$ cat src/rtl/packet_buffer_read_arbiter.sv
// packet_buffer_read_arbiter
//   Shares the single RAM read port between the Ethernet TX path (port 0) and
//   the UART dump (port 1). It grants round-robin, issues at most one read per
//   cycle and tags every read in flight, so that each returned byte goes back to
//   the port that asked for it.
//   Optional macro PB_ARB_LOCK_EN adds lock0/lock1. With a lock held, the port
//   that was granted last keeps its priority.
module packet_buffer_read_arbiter #(
    parameter int RAM_SIZE     = 128,
    parameter int READ_LATENCY = 2,
    parameter int WORD_LEN     = 8,
    localparam int AW          = $clog2(RAM_SIZE)
) (
    input  logic                clk,
    input  logic                reset,
    input  logic                req0,
    input  logic                req1,
    input  logic [AW-1:0]       addr0,
    input  logic [AW-1:0]       addr1,
`ifdef PB_ARB_LOCK_EN
    input  logic                lock0,
    input  logic                lock1,
`endif
    output logic                gnt0,
    output logic                gnt1,
    output logic                ready0,
    output logic                ready1,
    output logic [WORD_LEN-1:0] data0,
    output logic [WORD_LEN-1:0] data1,
    output logic                ram_read_req,
    output logic [AW-1:0]       ram_read_addr,
    input  logic                ram_read_ready,
    input  logic [WORD_LEN-1:0] ram_read_out,
    output logic                err
);

    // last_q: the port granted most recently (1 after reset, so port 0 wins the first tie)
    logic last_q;
    logic pick0;

    // Tag pipe: stage 1 is loaded on the grant edge. The tail stage lines up
    // with ram_read_ready, which comes READ_LATENCY cycles later.
    logic [READ_LATENCY:1] vld_pipe;
    logic [READ_LATENCY:1] id_pipe;
    logic                  tail_vld;
    logic                  tail_id;

    assign tail_vld = vld_pipe[READ_LATENCY];
    assign tail_id  = id_pipe[READ_LATENCY];

    // Tie break: pick0 says which port wins when both are requesting
`ifdef PB_ARB_LOCK_EN
    assign pick0 = last_q ? !lock1 : lock0;
`else
    assign pick0 = last_q;
`endif

    // Grants are combinational. Reset blocks them so no read leaks out during reset.
    assign gnt0          = reset & req0 & (!req1 | pick0);
    assign gnt1          = reset & req1 & (!req0 | !pick0);
    assign ram_read_req  = gnt0 | gnt1;
    assign ram_read_addr = gnt0 ? addr0 : (gnt1 ? addr1 : '0);

    // Round-robin pointer follows every grant
    always_ff @(posedge clk or negedge reset) begin
        if (!reset)     last_q <= 1'b1;
        else if (gnt0)  last_q <= 1'b0;
        else if (gnt1)  last_q <= 1'b1;
    end

    // Tag shift register {valid, id}; it shifts every cycle whether or not there is a grant
    always_ff @(posedge clk or negedge reset) begin
        if (!reset) begin
            vld_pipe <= '0;
            id_pipe  <= '0;
        end else begin
            vld_pipe[1] <= ram_read_req;
            id_pipe[1]  <= gnt1;
            for (int i = 2; i <= READ_LATENCY; i++) begin
                vld_pipe[i] <= vld_pipe[i-1];
                id_pipe[i]  <= id_pipe[i-1];
            end
        end
    end

    // Return path: register the byte toward its issuer. The other port keeps its data.
    always_ff @(posedge clk or negedge reset) begin
        if (!reset) begin
            ready0 <= 1'b0;
            ready1 <= 1'b0;
            data0  <= '0;
            data1  <= '0;
        end else begin
            ready0 <= ram_read_ready & tail_vld & !tail_id;
            ready1 <= ram_read_ready & tail_vld & tail_id;
            if (ram_read_ready && tail_vld && !tail_id) data0 <= ram_read_out;
            if (ram_read_ready && tail_vld && tail_id)  data1 <= ram_read_out;
        end
    end

    // Sticky error: the driver's return timing does not match the tag pipe
    // (unexpected data, or a missing return)
    always_ff @(posedge clk or negedge reset) begin
        if (!reset)                        err <= 1'b0;
        else if (ram_read_ready != tail_vld) err <= 1'b1;
    end

endmodule

$ cat config.mk
export PLATFORM = sky130hd
export DESIGN_NAME = packet_buffer_read_arbiter
export DESIGN_NICKNAME = d
export VERILOG_FILES = /design/src/rtl/packet_buffer_read_arbiter.sv
export SDC_FILE = /design/constraint.sdc
export NUM_CORES = 1
export LEC_CHECK = 0
export ABC_AREA = 0
export CORE_ASPECT_RATIO = 1.1
export CORE_MARGIN = 2
export CORE_UTILIZATION = 35
export DETAILED_ROUTE_END_ITERATION = 12
export PLACE_DENSITY = 0.75
export SLEW_MARGIN = 20
export SYNTH_ARGS = -nofsm -noshare
export SYNTH_HDL_FRONTEND = slang
export SYNTH_SLANG_ARGS = --single-unit
$ cat constraint.sdc
create_clock -name clk -period 1.3 [get_ports clk]
set_clock_uncertainty 0.05 [all_clocks]
set_input_delay 0.26 -clock clk [delete_from_list [all_inputs] [get_ports clk]]
set_output_delay 0.26 -clock clk [all_outputs]
set_load 0.01 [all_outputs]
## After elaboration in Yosys (flattened, before gate mapping)

Cells that the tools add are included.

| storage, ports and cells | value |
|---|---|
| flip-flop bits (word level) | 24 |
| bits of input ports | 27 |
| output and inout bits | 29 |
| logic and storage cells | 31 |

| operators by class | value |
|---|---|
| eq/ne operators | 1 |
| multiplexer cells | 4 |
| bitwise logic cells | 10 |
| reduce and logical (&&, ||, !) cells | 8 |

Operators with widths:

| cell | count |
|---|---|
| 7-bit two-way mux | 2 |
| 1-bit bitwise AND | 7 |
| 1-bit logical NOT | 4 |
| 1-bit logical AND | 3 |
| 1-bit OR | 3 |
| 1-bit two-way mux | 2 |
| 2-bit nonzero test | 1 |
| 1-bit != test | 1 |

## Logic depth before layout (Yosys ltp)

Gate-level depths: netlist of run 1.

| depth | value |
|---|---|
| depth after elaboration | 5 |
| gate-level depth with buffers | 4 |
| gate-level depth less buffers | 3 |

## Least setup slack after synthesis of run 1

No wires, ideal clock.

| path | value |
|---|---|
| path type | register to output |
| start point | register last_q |
| end point | output port ram_read_addr[0] |
| arrival time | 1.085 ns |
| data required time | 0.990 ns |
| slack | -0.095 ns |
| cell stages (with the launch flop) | 4 |
| path buffers | 1 |
| cell sequence | dfstp_2 nor2b_1 buf_6 o32ai_1 |

| on the way | value |
|---|---|
| word-level cells in the longest chain between the ends | 5 |
| elaborated cells on any way between the ends | 7 |
| classes of those cells | 2 x mux; 4 x bitwise; 1 x reduce/logical |

Ends and longest elaborated chain:

| item | line | RTL |
|---|---|---|
| start, declared | 38 | `logic last_q;` |
| start signal, assigned | 66 | `if (!reset) last_q <= 1'b1;` |
| start signal, assigned | 67 | `else if (gnt0) last_q <= 1'b0;` |
| start signal, assigned | 68 | `else if (gnt1) last_q <= 1'b1;` |
| 1-bit logical NOT | 60 | `assign gnt1 = reset & req1 & (!req0 \| !pick0);` |
| 1-bit OR | 60 |  |
| 1-bit bitwise AND | 60 |  |
| 7-bit two-way mux | 62 | `assign ram_read_addr = gnt0 ? addr0 : (gnt1 ? addr1 : '0);` |
| 7-bit two-way mux (*) | 62 |  |
| end, declared | 31 | `output logic [AW-1:0] ram_read_addr,` |

Every way passes the cells marked *; elsewhere a longest branch is shown, timed or not.

## Worst setup path after layout of run 1

| path | value |
|---|---|
| start point | register last_q |
| end point | output port ram_read_addr[3] |

The elaborated chain is that of the path after synthesis.

==> impl_metrics.tcl, run 1 <==
set metrics [dict create \
    synth_cells 82 \
    p_leak_nw 0.9105 \
    rsz0062_at_grt "yes" \
    ys_seq_area_share_pct 56.26 \
    max_freq_mhz 551.4 \
    yosysTopAreaCellShare_pct 53.80 \
    syn_area_sq_mm 0.001070 \
    outcome "complete, but fails checks" \
    core_area_sq_mm 0.002969 \
    nets 185 \
    htree_levels 1 \
    wl_um 2468 \
    grt.overflow.total 0 \
    final-max-slew-violation-count 0 \
    power_density_mw_per_mm2 1203 \
    hold_viol 0 \
    synth_area_leaders "dfrtp_1 54%, mux2_4 11%, mux2_2 8.4%, o32ai_1 5.7%, nand2_1 5.3%" \
    clock-root-buffer "clkbuf_4" \
    die_y_um 61.99 \
    track_usage_pct 14.20 \
    whs_ps 111.0 \
    p_sw_mw 0.5714 \
    slowest_delay_ps 590 \
    ant_nets 0 \
    min_period_over_period_pct 139.5 \
    worst-path-max-fanout 8 \
    reg2reg_from "last_q" \
    pin_count 56 \
    dr.pass1.iters 3 \
    cts-buffers-inserted 3 \
    yosys_warnings 0 \
    min_path_type "in2async" \
    initial_core_util_pct 36.03 \
    ys_top_cells_by_count "23 x dfrtp_1, 15 x nand2_1, 8 x mux2_2, 8 x mux2_4, 7 x o32ai_1" \
    synth_most_common_cell "dfrtp_1" \
    violations "setup timing" \
    endpoint_kind "output pin" \
    drive_gt1_share_pct 47.44 \
    post_drt_wl_per_cell_um 12.99 \
    setup_tns_ps -4229 \
    clk_path_buf_depth 2 \
    critical_path.cell_chain "buf_6, a21bo_4, buf_6, o32ai_2, buf_2" \
    relSlewSlack_pct 86.58 \
    arrival_ps 1500 \
    r2r_end "id_pipe[1]" \
    grt_pass1_vias 895 \
    clock-sinks 24 \
    syn_to_final_growth_pct 74.62 \
    dp_hpwl_um 1754 \
    final.min_clock_period_ps 1814 \
    crit_slowest_cell "dfstp_2" \
    sw_frac_of_total_pct 25.42 \
    power_frac_comb_pct 34.3 \
    ys_types 18 \
    crit_top_cell "buf_6" \
    cp_top_family "flip-flops" \
    fp-row-count 21 \
    internal-power_mw 1.677 \
    preCtsSetupSlack_ps -1152 \
    clk_pin_slew_worst_paths_ps 120 \
    grt_max_degree 18 \
    total_power_mw 2.248 \
    cts_tree "yes" \
    worstMarginPinSlew_ps 201.3 \
    synth_top_area_cell "dfrtp_1" \
    port_buffers 55 \
    path_class "reg2out" \
    critPathRequiredTime_ps 990 \
    vdd_drop_max_uv 932.8 \
    die_x_um 56.71 \
    synthFlopType "dfrtp_1" \
    startpoint_type "flop" \
    cp_num_buf_inv 3 \
    first_iter_violations 14 \
    n_antenna_cell 0 \
    sequentialPowerShare_pct 42.8 \
    fin_ws_ps -513.6 \
    drv_cap 0 \
    globalplace.congestion 0.7328 \
    drt-vias-per-instance 4.711 \
    via_count 895 \
    clock_latency_ps 310 \
    synth_nets 110 \
    postSynth.asyncResetShare_pct 100.0 \
    rrSetupSlack_ps -10 \
    drc_errors 0 \
    dieArea_sq_mm 0.003515 \
    grt_pass1_wl_um 3788 \
    clkPwrFrac_pct 22.9 \
    antenna_found_initial 0 \
    r2r_cells 5 \
    synth_edf_count 0 \
    ys_ff_latch 24 \
    finalSetupViolations 10 \
    avgSynthCellArea_sq_um 13.05 \
]
[state kept, by name (all words and copies together) (netlist names)]
register	flops
data0	8
ready1	1
vld_pipe	2
err	1
data1	8
last_q	1
ready0	1
id_pipe	2
[layout by cell type, fill, tap and decap left out, drive strengths merged, types with 2 or more instances in the layout]
cell / netlist / routed
dfrtp: 23 / 23
nand2: 16 / 16
mux2: 16 / 16
clkbuf: 0 / 9
dlygate4sd2: 0 / 2
buf: 5 / 29
clkdlybuf4s15: 0 / 14
nor2: 4 / 4
clkdlybuf4s50: 0 / 23
inv: 4 / 4
o32ai: 7 / 7
[power groups by stage]
stage | sequential, mW | clock (mW) | combinational [mW]
floorplan | 1.03 | 0 | 0.271
global placement | 0.967 | 0 | 0.756
detailed placement | 0.973 | 0 | 0.768
CTS | 0.964 | 0.531 | 0.792
global route | 0.982 | 0.565 | 0.828
finish | 0.963 | 0.514 | 0.771
[per-stage QoR]
| stage | area, sq um | utilization, % | std cells |
|---|---|---|---|
| 5_1_grt | 1868 | 62.92 | 190 |
| 3_5_place_dp | 1734 | 58.41 | 173 |
| 6_report | 1868 | 62.92 | 190 |
| 4_1_cts | 1883 | 63.42 | 189 |
| 3_3_place_gp | 1734 | 58.41 | 173 |
| 2_1_floorplan | 1122 | - | 82 |
[cells by family (layout without fill, tap and decap cells)]
group           Yosys count  count (layout)  share of synthesized area [%]
flops                    24              24                          56.26
buf+inv                   9              83                          5.730
simple gates             23              23                          9.708
mux                      16              16                          19.65
compound gates            9               9                          7.486
fa+ha+maj                 1               1                          1.169
[worst max-delay path by stage]
stage,startpoint,endpoint,slack (ps),cells after the start
5_1_grt,last_q,ram_read_addr[2],-590,5
2_1_floorplan,last_q,ram_read_addr[0],-10,3
3_5_place_dp,req1,ram_read_addr[2],-1150,4
4_1_cts,last_q,ram_read_addr[2],-520,5
6_report,last_q,ram_read_addr[3],-510,5
3_3_place_gp,req1,ram_read_addr[6],-1100,4
[layer usage]
| layer | wire length (um) | global-route usage (%) | share of wire (%) | vias up |
|---|---|---|---|---|
| met2 | 1245 | 26.08 | 50 | 49 |
| met5 | 0 | 0 | 0 | - |
| li1 | - | - | - | 428 |
| met1 | 989 | 16.51 | 40 | 416 |
| met4 | 14 | 5.102 | 0.57 | 0 |
| met3 | 218 | 3.313 | 8.8 | 2 |
[worst reg2reg max path: stages, from the launching register on]
cell and delay (ps):
dfstp_2 590, buf_6 110, a21bo_4 190, buf_4 150, nor2_4 30, buf_4 120
[layout make-up]
class	count	area, sq um
Inverter	4	15.01
Tap cell	34	42.54
Timing Repair Buffer	75	665.6
Sequential cell	24	601.8
Clock buffer	3	22.52
Clock inverter	1	30.03
Fill cell	236	1101
Multi-Input combinational cell	49	490.5
[timing repair]
item                                    CTS  global route
hold endpoints to repair                  8             0
hold buffers                              1             0
pin swaps                                 6             5
endpoints found under the setup margin   38            21
gates resized for setup                  92            12
buffers inserted                         11             1
Power figures use the tool's default switching activity.
==> run 2, diff against run 1 <==
Settings changed: CORE_UTILIZATION 35 to 45, DONT_BUFFER_PORTS set to 1, PLACE_DENSITY 0.75 to unset.
==> run 2 against run 1 <==
- the flow still finishes with violations (setup timing)
- sequential power rose by 8%
- total power decreased by 26%
- core utilization shrank 9.9 points
- sequential cell count unchanged
- worst setup slack improved by 190 ps
- register-to-register slack better by 80 ps
- clock power shrank 39%
- global-route usage shrank 0.56 points
==> impl_metrics.tcl, run 2 (synthesis gave the netlist of run 1 again) <==
set metrics [dict create \
    outcome "complete, but fails checks" \
    violations "setup timing" \
    finalSetupViolations 9 \
    arrival_ps 1310 \
    syn_to_final_growth_pct 11.58 \
    grt_pass1_vias 610 \
    ant_nets 0 \
    n_antenna_cell 0 \
    nets 113 \
    startpoint_type "flop" \
    drt-met1-wl_um 691 \
    grt_max_degree 25 \
    clock-root-buffer "clkbuf_4" \
    met2RoutedLength_um 913 \
    p_leak_nw 0.5604 \
    wl_um 1830 \
    worstMarginPinSlew_ps 509.5 \
    clkPwrFrac_pct 18.8 \
    antenna_found_initial 0 \
    stdcell_area_sq_mm 0.001194 \
    globalplace.congestion 0.6318 \
    cts-buffers-inserted 3 \
    clock-sinks 24 \
    hold_viol 0 \
    fin_ws_ps -320.8 \
    grt_pass1_wl_um 2739 \
    initial_core_util_pct 47.50 \
    final_common_cell "dfrtp_1" \
    power_frac_comb_pct 18.6 \
    relSlewSlack_pct 66.03 \
    p_sw_mw 0.4751 \
    dr.pass1.iters 3 \
    die_x_um 50.49 \
    sw_frac_of_total_pct 28.52 \
    power_density_mw_per_mm2 1396 \
    num-fill-cells 213 \
    top_regs "data0: 8 flops, data1: 8 flops" \
    final-max-slew-violation-count 0 \
    via_count 640 \
    min_path_type "in2reg" \
    track_usage_pct 13.64 \
    sequentialPowerShare_pct 62.6 \
    multi_input_area_sq_um 490.5 \
    top_layer "met4" \
    htree_levels 1 \
    post_cts_buffers 0 \
    final_cell_mix "23 x dfrtp_1, 15 x nand2_1, 8 x mux2_4, 8 x mux2_2, 7 x o32ai_2" \
    fin_util_pct 53.00 \
    drv_cap 0 \
    vdd_drop_max_uv 642.6 \
    total_power_mw 1.666 \
    port_buffers 0 \
    min_period_over_period_pct 124.7 \
    die_y_um 55.14 \
    internal-power_mw 1.191 \
    clk_path_buf_depth 2 \
    worst-path-max-fanout 8 \
    endpoint_kind "output pin" \
    placed_area_sq_mm 0.001121 \
    dr_wl_met3_um 205 \
    pin_count 56 \
    drc_errors 0 \
    dieArea_sq_mm 0.002784 \
    final-seq-area_sq_um 601.8 \
    grt.overflow.total 0 \
    drive_gt1_share_pct 44.05 \
    path_class "reg2out" \
    final.min_clock_period_ps 1621 \
    first_iter_violations 1 \
    rsz0062_at_grt "yes" \
    clock_latency_ps 290 \
    post_drt_wl_per_cell_um 16.05 \
    cts_tree "yes" \
    dp_hpwl_um 1329 \
    clk_pin_slew_worst_paths_ps 110 \
    core_area_sq_mm 0.002252 \
    critPathRequiredTime_ps 990 \
    drt-vias-per-instance 5.614 \
    fp-row-count 18 \
    max_freq_mhz 617.0 \
]
run 2: through the flow:
step / std cells / setup slack (ps) / hold WS, ps / TNS (ps)
final: 114 / -320.8 / 50.96 / -2612
after global routing: 114 / -384.0 / 20.29 / -3158
after global placement: 108 / -186.5 / -84.97 / -1720
after detailed placement: 108 / -213.4 / -84.94 / -2031
after floorplan: 82 / -13.93 / -85.59 / -97.50
after CTS: 113 / -305.5 / 42.68 / -3232
run 2: worst paths after layout:
| check | startpoint | endpoint | slack (ps) | depth (start not counted) |
|---|---|---|---|---|
| worst min register to register | id_pipe[1] | id_pipe[2] | 310 | 0 |
| worst max-delay path | last_q | ram_read_addr[1] | -320 | 3 |
| min in group asynchronous | reset | data0[1] | 400 | 2 |
| worst max register to register | vld_pipe[2] | data0[5] | 70 | 3 |
| max in group asynchronous | reset | last_q | 440 | 2 |
| worst min-delay path | reset | last_q | 50 | 1 |
run 2: per-layer routing:
metal,global-route usage [%],vias up
li1,-,285
met4,6.757,0
met2,24.78,42
met3,3.763,2
met5,0,-
met1,14.97,311
run 2: final cells by class:
class                           count  area share [%]
Inverter                            4           1.258
Sequential cell                    24           50.42
Timing Repair Buffer                3           1.887
Tap cell                           30           3.145
Multi-Input combinational cell     49           41.09
Clock buffer                        4           2.201
run 2: power by group through the flow:
stage	Combinational, mW	Clock (mW)	Sequential [mW]
after floorplan	0.271	0	1.03
after global placement	0.273	0	1.05
after detailed placement	0.281	0	1.06
after CTS	0.308	0.329	1.04
after global routing	0.341	0.366	1.06
final	0.310	0.313	1.04
run 2: repair_timing:
item,in CTS,in global routing
endpoints found under the hold margin,24,23
gates resized for setup,5,3
endpoints found under the setup margin,18,9
hold buffers,1,1
pin swaps,8,0
gates cloned,0,0
run 2: critical path, cell delays in order (launching register included):
cell and delay, ps:
dfstp_2 580, buf_4 120, a21bo_4 190, o32ai_2 120
==> run 3, diff against run 2 <==
Settings changed: PLACE_DENSITY_LB_ADDON set to 0.05.
==> run 3 against run 2 <==
- the run still ends with setup timing left
- critical path depth unchanged
- hold slack lost 1.7 ps
- via count rose by 0.78%
- combinational power hardly changed
- sequential cell count unchanged
- global-route usage up 1.5 points
- design area unchanged
- worst setup slack got worse by 8.5 ps
- non-clock buffer count did not move
- sequential share of layout area unchanged
- critical path type unchanged
- largest cell class unchanged
- largest power group unchanged
==> impl_metrics.tcl, run 3 (synthesis gave the netlist of run 1 again) <==
set metrics [dict create \
    ant_nets 0 \
    nets 113 \
    fin_ws_ps -329.3 \
    port_buffers 0 \
    power_density_mw_per_mm2 1401 \
    drive_gt1_share_pct 44.05 \
    final-max-slew-violation-count 0 \
    die_x_um 50.49 \
    drv_cap 0 \
    max_freq_mhz 613.8 \
    clk_pin_slew_worst_paths_ps 120 \
    arrival_ps 1320 \
    antenna_found_initial 0 \
    first_iter_violations 6 \
    syn_to_final_growth_pct 11.58 \
    initial_core_util_pct 47.50 \
    clock-root-buffer "clkbuf_4" \
    total_power_mw 1.672 \
    startpoint_type "flop" \
    clock_latency_ps 300 \
    core_area_sq_mm 0.002252 \
    dp_hpwl_um 1355 \
    top_regs "data0: 8 flops, data1: 8 flops" \
    critPathRequiredTime_ps 990 \
    clk_path_buf_depth 2 \
    endpoint_kind "output pin" \
    cts-buffers-inserted 3 \
    post_cts_buffers 0 \
    min_path_type "in2reg" \
    wl_um 1858 \
    n_antenna_cell 0 \
    outcome "complete, but fails checks" \
    finalSetupViolations 9 \
    min_period_over_period_pct 125.3 \
    final_common_cell "dfrtp_1" \
    place_inst 108 \
    finalNonFillerCells 114 \
    clock-sinks 24 \
    grt_max_degree 25 \
    relSlewSlack_pct 66.64 \
    globalplace.congestion 0.6710 \
    htree_levels 1 \
    p_leak_nw 0.5612 \
    path_class "reg2out" \
    cts_tree "yes" \
    violations "setup timing" \
    vdd_drop_max_uv 596.1 \
    drc_errors 0 \
    grt_pass1_vias 693 \
    dr.pass1.iters 2 \
    fp-row-count 18 \
    worst-path-max-fanout 8 \
    dieArea_sq_mm 0.002784 \
    pin_count 56 \
    track_usage_pct 15.10 \
    grt.overflow.total 0 \
    final.min_clock_period_ps 1629 \
    via_count 645 \
    worstMarginPinSlew_ps 500.5 \
    hold_viol 0 \
    drt-vias-per-instance 5.658 \
    rsz0062_at_grt "yes" \
    final_cell_mix "23 x dfrtp_1, 15 x nand2_1, 8 x mux2_4, 8 x mux2_2, 7 x o32ai_2" \
    post_drt_wl_per_cell_um 16.30 \
    die_y_um 55.14 \
    grt_pass1_wl_um 3036 \
]
## run 3: cell counts in the layout (fill, tap and decap cells not counted)
Identical to the previous run, type by type.
## run 3: repair_timing
action	CTS	global route
endpoints found under the hold margin	24	23
pin swaps	2	1
hold buffers	1	1
setup endpoints to repair	18	9
resized for setup	8	0
## run 3: routing by layer
metal	up-vias	track usage [%]	part of all wire, %
met5	-	0	0
met4	0	9.459	1.0
met3	2	4.570	11
met2	43	26.32	50
met1	313	16.46	38
li1	287	-	-
## run 3: final cells by class
| class | count | area, sq um |
|---|---|---|
| sequential | 24 | 601.8 |
| tap | 30 | 37.54 |
| multi-input combinational | 49 | 490.5 |
| timing repair buffer | 3 | 22.52 |
| inverter | 4 | 15.01 |
| clock buffer | 4 | 26.28 |
| fill | 206 | 1059 |
## run 3: metrics by stage
step,utilization (%),worst slack (ps),TNS [ps],hold WS (ps),area [sq um]
6_report,53.00,-329.3,-2654,49.22,1194
5_1_grt,53.00,-409.2,-3325,17.47,1194
4_1_cts,52.78,-350.0,-3552,33.90,1189
3_5_place_dp,49.78,-236.3,-2113,-84.83,1121
3_3_place_gp,49.78,-186.0,-1686,-84.89,1121
2_1_floorplan,-,-13.93,-97.50,-85.59,1122
## run 3: worst paths after layout
| kind | from | endpoint | slack, ps | cells after the start |
|---|---|---|---|---|
| max in group asynchronous | reset | last_q | 450 | 2 |
| worst min-delay path | reset | last_q | 50 | 1 |
| worst min register to register | vld_pipe[1] | vld_pipe[2] | 310 | 0 |
| worst max-delay path | last_q | ram_read_addr[5] | -330 | 3 |
| min in group asynchronous | reset | data1[2] | 400 | 2 |
| worst max register to register | vld_pipe[2] | data0[4] | 60 | 3 |
## run 3: where the power goes
| part | internal, mW | switching [mW] | leakage [nW] | total [mW] |
|---|---|---|---|---|
| combinational | 0.183 | 0.130 | 0.257 | 0.313 |
| sequential | 0.889 | 0.154 | 0.289 | 1.04 |
| clock | 0.119 | 0.197 | 0.0150 | 0.316 |
| total | 1.19 | 0.481 | 0.561 | 1.67 |
## run 3: critical path, cell delays in order (launching register included)
cell     delay (ps)
dfstp_2         580
buf_4           120
a21bo_4         200
o32ai_2         120
==> edit 1, RTL diff (settings of run 2) <==
Register the output `err` once more, with the module's reset; this adds one clock of latency there. The other outputs are not delayed to match.
--- a/src/rtl/packet_buffer_read_arbiter.sv
+++ b/src/rtl/packet_buffer_read_arbiter.sv
@@ -33,6 +33,8 @@
     input  logic [WORD_LEN-1:0] ram_read_out,
     output logic                err
 );
+
+    logic err_s0;
 
     // last_q: the port granted most recently (1 after reset, so port 0 wins the first tie)
     logic last_q;
@@ -101,8 +103,16 @@
     // Sticky error: the driver's return timing does not match the tag pipe
     // (unexpected data, or a missing return)
     always_ff @(posedge clk or negedge reset) begin
-        if (!reset)                        err <= 1'b0;
-        else if (ram_read_ready != tail_vld) err <= 1'b1;
+        if (!reset)                        err_s0 <= 1'b0;
+        else if (ram_read_ready != tail_vld) err_s0 <= 1'b1;
+    end
+
+    always_ff @(posedge clk or negedge reset) begin
+        if (!reset) begin
+            err <= '0;
+        end else begin
+            err <= err_s0;
+        end
     end
 
 endmodule
Formal check against the unedited RTL: not equivalent (a bounded check fails within 4 cycles, from zero or initial values and one cycle with reset low).
==> edit 1 against run 2 <==
The run still ends with setup timing left. Fmax grew 0.11%. Power is 3.4% higher. Setup slack better by 0.0018 ns. Clock power up 3%. Sequential cell count is 1 higher. Hold slack worse by 0.0027 ns. Final area up 5.6%. Core utilization increased by 2.4 points. Synthesized area grew 2.0%. Routed wire length rose by 5.5%. Combinational power rose by 5%. First-iteration DRC count grew to 10 times the old value. Sequential share of layout area shrank 0.67 points. Critical endpoint is now ram_read_addr[0]. Largest cell class unchanged. Largest power group unchanged. Highest routed layer is now met3.
==> edit 1: results (changes against run 2) <==
metric,value,unit,change
ys_warn_count,0,,unchanged
post_cts_resized,4,,-1
status,"finished, violations left",,
synth_nets,110,,unchanged
antenna_found_initial,0,,unchanged
synth_area_leaders,"dfrtp_1 55%, mux2_4 11%, mux2_2 8.3%",,
dr_total_vias,635,,-0.78%
arrival,1.31,ns,about the same
place.gp.congestion,0.672,,+6.3%
synthArstFlopShare,100,%,unchanged
drive_gt1_share,44.7,%,+0.66 points
setup_tns,-2.60,ns,+0.0149 ns
drtIter0Drc,10,,+9
place_area,1140,um2,+1.9%
top_regs,"data0 (8), data1 (8)",,
yosysUniqueCellTypes,18,,unchanged
hp-class,input pin to register,,
violations,setup timing,,
critPathTopFamily,flip-flops,,
cpPeakStageDelay,0.58,ns,about the same
synth-seq-area-share,57.5,%,+1.2 points
synth_most_common_cell,dfrtp_1,,
cts.path.max_buffers,2,,unchanged
finalSetupViolCount,17,,+8
pre_cts_ws,-0.217,ns,-0.00401 ns
tightest_slew,0.332,ns,-0.178 ns
grt_max_degree,26,,+4.0%
cts_setup_buffers,1,,+1
postCtsHoldBufs,2,,+1
syn2layout_area_growth,15.5,%,
grt_pass1_wl,2980,um,+8.8%
diodes,0,,unchanged
setup_ws,-0.319,ns,+0.00182 ns
io_buffers,0,,unchanged
slowest_stage,dfstp_2,,
clkLatencyLatePin,0.30,ns,
syn_inst,82,,unchanged
final_cells,115,,+0.88%
synth_top_cells_by_count,"24 x dfrtp_1, 15 x nand2_1, 8 x mux2_2, 8 x mux2_4, 7 x o32ai_1",,
crit_path_max_fanout,8,,unchanged
p_leak,0.560,nW,about the same
htreeDepth,1,,unchanged
nFillCells,184,,-14%
ir_drop,0.548,mV,-15%
hpwl,1350,um,+1.4%
wirelength,1930,um,+5.5%
path_clk_slew,0.12,ns,
firstDrtPassIters,2,,-1
gr-usage-all-layers,13.8,%,+0.19 points
[edit 1: power by group]
group / total (mW) / switching [mW] / internal [mW]
logic: 0.325 / 0.131 / 0.194
clock network: 0.322 / 0.203 / 0.119
registers: 1.08 / 0.156 / 0.920
total: 1.72 / 0.490 / 1.23
[edit 1: cell type report]
cell class,count,area share [%]
clock buffers,4,2.09
inverters,3,0.894
multi-input cells,49,39.7
flip-flops and latches,25,49.8
well taps,30,2.98
repair buffers,4,4.57
[edit 1: kinds of logic (layout without fill, tap and decap cells)]
group | after synthesis | count (layout) | synth area share, %
adders and majority gates | 1 | 1 | 1.15
DFF | 25 | 25 | 57.5
buffers and inverters | 8 | 11 | 5.27
AOI/OAI and AO/OA | 9 | 9 | 7.34
and+or+nand+nor | 23 | 23 | 9.52
muxes | 16 | 16 | 19.3
[edit 1: routing by layer]
metal / up-vias / part of all wire (%) / wire, um / GRT usage [%]
li1: 290 / - / - / -
met5: - / 0 / 0 / 0
met1: 307 / 42 / 810 / 17.4
met4: 0 / 0 / 0 / 3.47
met2: 38 / 50 / 960 / 22.6
met3: 0 / 8.3 / 160 / 4.57
[edit 1: final timing paths]
| path | from | end | slack, ns | depth (start not counted) |
|---|---|---|---|---|
| worst max register to register | vld_pipe[2]$_DFF_PN0_ | data0[7]$_DFFE_PN0P_ | 0 | 4 |
| worst min-delay path | ram_read_out[7] | data1[7]$_DFFE_PN0P_ | 0.05 | 1 |
| worst max-delay path | last_q$_DFFE_PN1P_ | ram_read_addr[0] | -0.32 | 3 |
| min in group asynchronous | reset | data0[3]$_DFFE_PN0P_ | 0.32 | 2 |
| max in group asynchronous | reset | last_q$_DFFE_PN1P_ | 0.65 | 2 |
| worst min register to register | id_pipe[1]$_DFF_PN0_ | id_pipe[2]$_DFF_PN0_ | 0.31 | 0 |
==> edit 2, RTL diff (config.mk and constraints of run 2) <==
Without the edit above. Build with the macro `PB_ARB_LOCK_EN` defined.
--- a/src/rtl/packet_buffer_read_arbiter.sv
+++ b/src/rtl/packet_buffer_read_arbiter.sv
@@ -5,6 +5,8 @@
 //   the port that asked for it.
 //   Optional macro PB_ARB_LOCK_EN adds lock0/lock1. With a lock held, the port
 //   that was granted last keeps its priority.
+`define PB_ARB_LOCK_EN
+
 module packet_buffer_read_arbiter #(
     parameter int RAM_SIZE     = 128,
     parameter int READ_LATENCY = 2,
Ports: changed (added lock0 and lock1); port bits go from 56 to 58. No check against the original RTL was run, so the function may have changed too.
==> edit 2 against run 2 <==
Setup slack worse by 0.23 ns. Routed wire length grew 11%. Global-route usage is 3.6 points higher. Power grew 5.3%. Synthesized area fell by 8.1%. Sequential share of layout area shrank 2.7 points. Sequential cell count is the same. The flow still finishes with violations (setup timing). Final area up 5.8%.
==> edit 2: results (changes against run 2) <==
metric,value,unit,change
wl_per_cell,19.8,um,+24%
max_slew_margin,65.3,%,-0.73 points
nets,105,,-7.1%
crit-reg2reg-launch,last_q$_DFFE_PN1P_,,
clkLatencyLatePin,0.31,ns,+0.02 ns
pre_cts_ws,-0.252,ns,-0.0391 ns
p_int,1.28,mW,+7.5%
synth-seq-area-share,61.2,%,+4.9 points
yosysUniqueCellTypes,21,,+3
violations,setup timing,,
nFillCells,175,,-18%
path_clk_slew,0.13,ns,+0.02 ns
min_to,data1[2]$_DFFE_PN0P_,,
p_leak,0.652,nW,+16%
setup_tns,-4.78,ns,-2.17 ns
setup_ws,-0.547,ns,-0.226 ns
wirelength,2020,um,+11%
dr_total_vias,586,,-8.4%
ir_drop,0.997,mV,+55%
arrival,1.54,ns,+0.23 ns
place_inst,94,,-13%
hpwl,1270,um,-4.5%
synth_top_cells_by_count,"23 x dfrtp_1, 11 x mux2_2, 7 x a32o_1, 5 x mux2_1, 3 x inv_1",,
status,"finished, violations left",,
finalSetupViolCount,10,,+1
drive_gt1_share,56.8,%,+13 points
grt_pass1_wl,3170,um,+16%
r2r_setup_slack,-0.02,ns,-0.09 ns
==> edit 2: metal layers <==
| layer | up-vias | global-route usage, % | routed length [um] |
|---|---|---|---|
| li1 | 256 | - | - |
| met1 | 289 | 19.6 | 823 |
| met2 | 39 | 29.2 | 987 |
| met3 | 2 | 6.21 | 199 |
| met4 | 0 | 8.57 | 14 |
| met5 | - | 0 | 0 |
==> edit 2: how the worst max path moves through the flow <==
| stage | from | endpoint | slack, ns | depth (start not counted) |
|---|---|---|---|---|
| floorplan | last_q$_DFFE_PN1P_ | ram_read_addr[0] | -0.24 | 4 |
| global placement | last_q$_DFFE_PN1P_ | ram_read_addr[4] | -0.23 | 3 |
| detailed placement | last_q$_DFFE_PN1P_ | ram_read_addr[2] | -0.25 | 3 |
| CTS | last_q$_DFFE_PN1P_ | ram_read_addr[2] | -0.56 | 3 |
| global route | last_q$_DFFE_PN1P_ | ram_read_addr[6] | -0.61 | 3 |
| finish | last_q$_DFFE_PN1P_ | ram_read_addr[4] | -0.55 | 3 |
==> edit 2: kinds of logic after synthesis <==
logic type / after synthesis / synth area share [%]
compound gates: 11 / 10.7
fa+ha+maj: 1 / 1.27
buf+inv: 7 / 3.56
flops: 24 / 61.2
mux: 16 / 18.3
simple gates: 7 / 4.96
==> edit 2: layout make-up <==
class                      count  area [um2]  area share [%]
sequential                    24         602            47.7
clock buffer                   4        36.3            2.87
inverter                       4        15.0            1.19
tap                           28        35.0            2.78
multi-input combinational     35         457            36.2
timing repair buffer           7         118            9.32
==> edit 2: critical path: cells and delay by family (launching register included) <==
kind	cells	cell delay, ns
flip-flops	1	0.57
AND/OR/NAND/NOR	1	0.06
AO/OA/AOI/OAI	2	0.61
==> edit 2: power by group through the flow <==
stage                     clock network, mW  registers, mW  logic, mW
final                                 0.385           1.03      0.337
after CTS                             0.402           1.03      0.290
after floorplan                           0           1.02      0.182
after global routing                  0.435           1.05      0.363
after detailed placement                  0           1.04      0.212
after global placement                    0           1.04      0.202
==> edit 2: through the flow <==
stage / area [um2] / hold WS (ns)
global placement: 1060 / -0.0851
global route: 1260 / 0.0110
detailed placement: 1060 / -0.0851
floorplan: 995 / -0.0856
finish: 1260 / 0.0400
CTS: 1220 / 0.0125
==> edit 2: repair_timing <==
item,4_1_cts,5_1_grt
pin swaps,1,1
endpoints found under the setup margin,26,25
hold buffers,1,1
hold endpoints to repair,24,23
setup buffers,0,0
gates cloned,2,0
gates resized for setup,15,9
